## config.mk

```make
export PLATFORM = sky130hd
export DESIGN_NAME = sar_ctrl
export DESIGN_NICKNAME = d
export VERILOG_FILES = /design/src/rtl/sar_ctrl.sv
export SDC_FILE = /design/constraint.sdc
export NUM_CORES = 1
export LEC_CHECK = 0
export ABC_AREA = 1
export CORE_MARGIN = 2
export CORE_UTILIZATION = 59
export DETAILED_ROUTE_END_ITERATION = 7
export MAX_ROUTING_LAYER = met4
export PLACE_DENSITY = 0.83
export SKIP_LAST_GASP = 1
export SLEW_MARGIN = 20
export SYNTH_ARGS = -nofsm -noshare
export SYNTH_HDL_FRONTEND = slang
export SYNTH_SLANG_ARGS = --single-unit
```

## constraint.sdc

```tcl
create_clock -name clk -period 3.01 [get_ports clk]
set_clock_uncertainty 0.05 [all_clocks]
set_input_delay 0.4515 -clock clk [delete_from_list [all_inputs] [get_ports clk]]
set_output_delay 0.4515 -clock clk [all_outputs]
set_load 0.01 [all_outputs]
```

## src/rtl/sar_ctrl.sv

```systemverilog
// Successive-approximation sequencer for a binary-weighted CDAC: sample, then MSB-to-LSB trials.
// Optional continuous conversion loop (CONT input) is enabled by defining SAR_CTRL_CONT_EN.
module sar_ctrl #(
    parameter int NBIT       = 5,
    parameter int SAMPLE_CYC = 4,
    parameter int SETTLE_CYC = 2
) (
    input  logic            clk,
    input  logic            rst_n,
    input  logic            start,
    input  logic            abort,
`ifdef SAR_CTRL_CONT_EN
    input  logic            cont,
`endif
    input  logic            cmp,
    output logic            sample,
    output logic            cmp_en,
    output logic [NBIT-1:0] cb,
    output logic            busy,
    output logic            done,
    output logic [NBIT-1:0] dout
);

    localparam int PW = (NBIT > 1) ? $clog2(NBIT) : 1;

    typedef enum logic [2:0] {IDLE, SAMP, SETTLE, STROBE, DECIDE, FIN} state_t;

    localparam logic [7:0]    SAMP_LAST   = 8'(SAMPLE_CYC - 1);
    localparam logic [7:0]    SETTLE_LAST = 8'((SETTLE_CYC > 0) ? SETTLE_CYC - 1 : 0);
    localparam logic [PW-1:0] PTR_TOP     = PW'(NBIT - 1);
    localparam logic [PW-1:0] PTR_ONE     = PW'(1);
    // With no settle time each bit starts directly at the comparator strobe.
    localparam state_t        BIT_ENTRY   = (SETTLE_CYC == 0) ? STROBE : SETTLE;

    state_t          state, state_nxt;
    logic [PW-1:0]   ptr, ptr_nxt;
    logic [7:0]      cnt, cnt_nxt;
    logic [NBIT-1:0] res, res_nxt;
    logic            loop_en;

    logic            sample_nxt, cmp_en_nxt, busy_nxt, done_nxt;
    logic [NBIT-1:0] cb_nxt, dout_nxt;

`ifdef SAR_CTRL_CONT_EN
    assign loop_en = cont;
`else
    assign loop_en = 1'b0;
`endif

    function automatic logic [NBIT-1:0] trial_code(input logic [NBIT-1:0] r,
                                                   input logic [PW-1:0]   p);
        logic [NBIT-1:0] one_hot;
        one_hot    = '0;
        one_hot[0] = 1'b1;
        return r | (one_hot << p);
    endfunction

    // State and registered outputs
    always_ff @(posedge clk or negedge rst_n) begin
        if (!rst_n) begin
            state  <= IDLE;
            sample <= 1'b0;
            cmp_en <= 1'b0;
            cb     <= '0;
            busy   <= 1'b0;
            done   <= 1'b0;
            dout   <= '0;
        end else begin
            state  <= state_nxt;
            sample <= sample_nxt;
            cmp_en <= cmp_en_nxt;
            cb     <= cb_nxt;
            busy   <= busy_nxt;
            done   <= done_nxt;
            dout   <= dout_nxt;
        end
    end

    always_ff @(posedge clk) begin
        ptr <= ptr_nxt;
        cnt <= cnt_nxt;
        res <= res_nxt;
    end

    always_comb begin
        state_nxt = state;
        ptr_nxt   = ptr;
        cnt_nxt   = cnt;
        res_nxt   = res;
        if (abort) begin
            state_nxt = IDLE;
        end else begin
            case (state)
                IDLE: begin
                    if (start) begin
                        state_nxt = SAMP;
                        cnt_nxt   = '0;
                        res_nxt   = '0;
                    end
                end
                SAMP: begin
                    if (cnt == SAMP_LAST) begin
                        state_nxt = BIT_ENTRY;
                        cnt_nxt   = '0;
                        ptr_nxt   = PTR_TOP;
                    end else begin
                        cnt_nxt = cnt + 8'd1;
                    end
                end
                SETTLE: begin
                    if (cnt == SETTLE_LAST) begin
                        state_nxt = STROBE;
                        cnt_nxt   = '0;
                    end else begin
                        cnt_nxt = cnt + 8'd1;
                    end
                end
                STROBE: state_nxt = DECIDE;
                DECIDE: begin
                    // res[ptr] is still clear here, so rejecting the trial just keeps res.
                    res_nxt = cmp ? res : trial_code(res, ptr);
                    if (ptr == '0) begin
                        state_nxt = FIN;
                    end else begin
                        ptr_nxt   = ptr - PTR_ONE;
                        state_nxt = BIT_ENTRY;
                    end
                end
                FIN: begin
                    if (loop_en) begin
                        state_nxt = SAMP;
                        cnt_nxt   = '0;
                        res_nxt   = '0;
                    end else begin
                        state_nxt = IDLE;
                    end
                end
                default: state_nxt = IDLE;
            endcase
        end
    end

    // Outputs are decoded from the upcoming state so they can be registered without latency.
    always_comb begin
        sample_nxt = 1'b0;
        cmp_en_nxt = 1'b0;
        cb_nxt     = '0;
        done_nxt   = 1'b0;
        busy_nxt   = (state_nxt != IDLE);
        dout_nxt   = dout;
        case (state_nxt)
            SAMP:   sample_nxt = 1'b1;
            SETTLE: cb_nxt = trial_code(res_nxt, ptr_nxt);
            STROBE: begin
                cb_nxt     = trial_code(res_nxt, ptr_nxt);
                cmp_en_nxt = 1'b1;
            end
            DECIDE: cb_nxt = trial_code(res_nxt, ptr_nxt);
            FIN: begin
                cb_nxt   = res_nxt;
                dout_nxt = res_nxt;
                done_nxt = 1'b1;
            end
            default: ;
        endcase
    end

endmodule

```

==> results.cfg <==
[run_status]
outcome = complete, no violations

[worst_hold_path]
holdCritStartpoint = dout[3]
holdPathEnd = dout[3]
min_path_type = register to register
whs_path_depth = 2

[power_and_ir_drop]
vdd_ir_drop_max_v = 0.000412
leakage_nw = 0.942
power_mw = 0.870
powerDensity_nw_per_um2 = 450

[clocking]
postCtsHoldBufs = 0
cts.clk_slew.worst_paths_ns = 0.10
clock_path_buffers = 2
clk_latency_ns = 0.34
cts_sinks = 33
post_cts_buffers = 0
cts_resized = 0
cts_buffers = 5
cts-root-buf = clkbuf_4
cts_tree = built
htreeDepth = 2

[worst_setup_path]
cp-start-kind = register
worst-path-max-fanout = 7
arrival_ns = 1.93
crit_required_ns = 3.04
r2r_slack_ns = 1.11
path_delay_family = compound AO/OA/AOI/OAI gates
critPathBufInv = 1
worstReg2RegEnd = cnt[7]
ff2ff_path_depth = 6
worst_setup_path_end_kind = register
r2r-start = cnt[0]
critPathMaxStageDelay_ns = 0.43
cp_cell_sequence = ha_1, nand2_1, o21ai_2, inv_1, a21oi_1, nor2_1
worst_path_max_delay_cell = a21oi_1
path_class = register to register

[timing]
finalSetupViolCount = 0
fmax_ghz = 0.527
fin_crit_ns = 1.90
rsz0062_at_grt = no
setup_ws_ns = 1.11
tightest_slew_ns = 0.722
slew_headroom = 0.517
fin_crit_sh = 0.630
final_max_slew_viol_count = 0
setup-tns-final_ns = 0
hold_viol = 0
fin_hold_ws_ns = 0.438

[detailed_routing]
wirelength_um = 3330
drt.antenna.violating_nets = 0
num_vias = 1354
route.detailed.drc = 0
first_pass_iters = 4
wl_per_cell_um = 13.3
avgViaCountPerCell = 5.39
drt_iter0_markers = 26

[global_route]
gr-total-overflow = 0
grt_pass1_wl_um = 5650
gr-usage-all-layers = 0.234
grt_pass1_vias = 1304
grt_max_degree = 18
antenna_found_initial = 0

[finish]
utilization = 0.707
final_nets = 231
drive_gt1_frac = 0.173
fillers = 203
diodes = 0
area_delta_synth_final_pct = 15.6

[logic_synthesis]
synth_ff_type = dfrtp_1
avgSynthCellArea_um2 = 8.57
ys_seq_area_frac = 0.494
yosysWarnings = 0
async_flop_share = 0.515
synth_edf_count = 8
yosysUniqueCellTypes = 31
synth_nets = 207
synth_cells = 195
synth_seq_cells = 33
syn_area_um2 = 1670

[floorplanning]
core_area_um2 = 2730
die_x_um = 57.2
fp.dieArea_um2 = 3280
num_rows = 19
boundaryPins = 19
start_util = 0.611
fp.dieH_um = 57.2

[run]
drv_cap = 0

[placement]
hpwl_um = 2600
place.gp.congestion = 0.867
post-place-ws_ns = 0.929
io_buffers = 18
==> kinds of logic (layout without fill, tap and decap cells) <==
group,after synthesis,after routing,synth area share
compound gates,24,24,0.0921
flops,33,33,0.494
buf+inv,35,60,0.0831
xor+xnor,3,3,0.0157
simple gates,93,93,0.263
fa+ha+maj,7,7,0.0524
==> layer usage <==
layer  part of all wire  up-vias  GRT usage
li1                   -      684          -
met1               0.45      637      0.280
met2               0.50       27      0.360
met3              0.042        6     0.0816
met4              0.015        0      0.103
met5                  0        -          -
==> flip-flops by register name, summed over array words and instances, names as in the netlist <==
register,count
ptr,3
done,1
dout,5
cmp_en,1
sample,1
busy,1
res,5
cnt,8
cb,5
state,3
==> synth_stat cells, types with 2 or more instances <==
cell,n,area [um2]
nand2_1,40,150
inv_1,23,86.3
nor2_1,18,67.6
dfrtp_1,17,425
a21oi_1,12,60.1
inv_2,10,37.5
nand3_1,9,45.0
dfxtp_1,8,160
edfxtp_1,8,240
ha_1,7,87.6
nand4_1,6,37.5
o21ai_2,6,52.6
nand2_2,5,31.3
nor3_1,4,20.0
nor2_2,3,18.8
nor3_2,2,20.0
o21ai_0,2,10.0
xor2_1,2,17.5
==> worst max-delay path by stage <==
stage / startpoint / to / cells past startpoint
after global routing: cnt[0] / cnt[7] / 6
after global placement: abort / cb[1] / 9
final: cnt[0] / cnt[7] / 6
after floorplan: cnt[0] / cnt[4] / 6
after detailed placement: abort / cb[3] / 9
after CTS: cnt[0] / cnt[7] / 6
==> cell type report <==
| cell class | count | area, um2 | share of cell area |
|---|---|---|---|
| clock inverter | 3 | 16.3 | 0.00841 |
| timing repair buffer | 18 | 180 | 0.0932 |
| clock buffer | 5 | 37.5 | 0.0194 |
| multi-input combinational | 127 | 707 | 0.366 |
| tap | 31 | 38.8 | 0.0201 |
| sequential | 33 | 826 | 0.427 |
| inverter | 34 | 128 | 0.0660 |
==> worst reg2reg max path: stages, from the launching register on <==
cell	delay (ns)
edfxtp_1	0.42
ha_1	0.24
nand2_1	0.10
o21ai_2	0.20
inv_1	0.09
a21oi_1	0.43
nor2_1	0.11
==> layout by cell type (no fill, tap or decap), types with 2 or more instances in the layout <==
master / count
ha_1: 7
clkdlybuf4s50_1: 18
nand4_1: 6
nand2_1: 40
nand3_1: 9
edfxtp_1: 8
clkbuf_4: 5
nor3_1: 4
xor2_1: 2
inv_1: 23
a21oi_1: 12
inv_2: 10
nor2_2: 3
o21ai_2: 6
nor3_2: 2
clkinv_2: 2
nand2_2: 5
dfrtp_1: 17
nor2_1: 18
o21ai_0: 2
dfxtp_1: 8
==> through the flow <==
stage | cell area [um2] | cells
2_1_floorplan | 1670 | 195
3_3_place_gp | 1880 | 243
3_5_place_dp | 1880 | 243
4_1_cts | 1930 | 251
5_1_grt | 1930 | 251
6_report | 1930 | 251
==> where the power goes <==
part,internal (mW),switching [mW],total (mW)
Clock,0.0887,0.153,0.242
Sequential,0.478,0.0180,0.496
Combinational,0.0491,0.0837,0.133
Power figures use the tool's default switching activity.
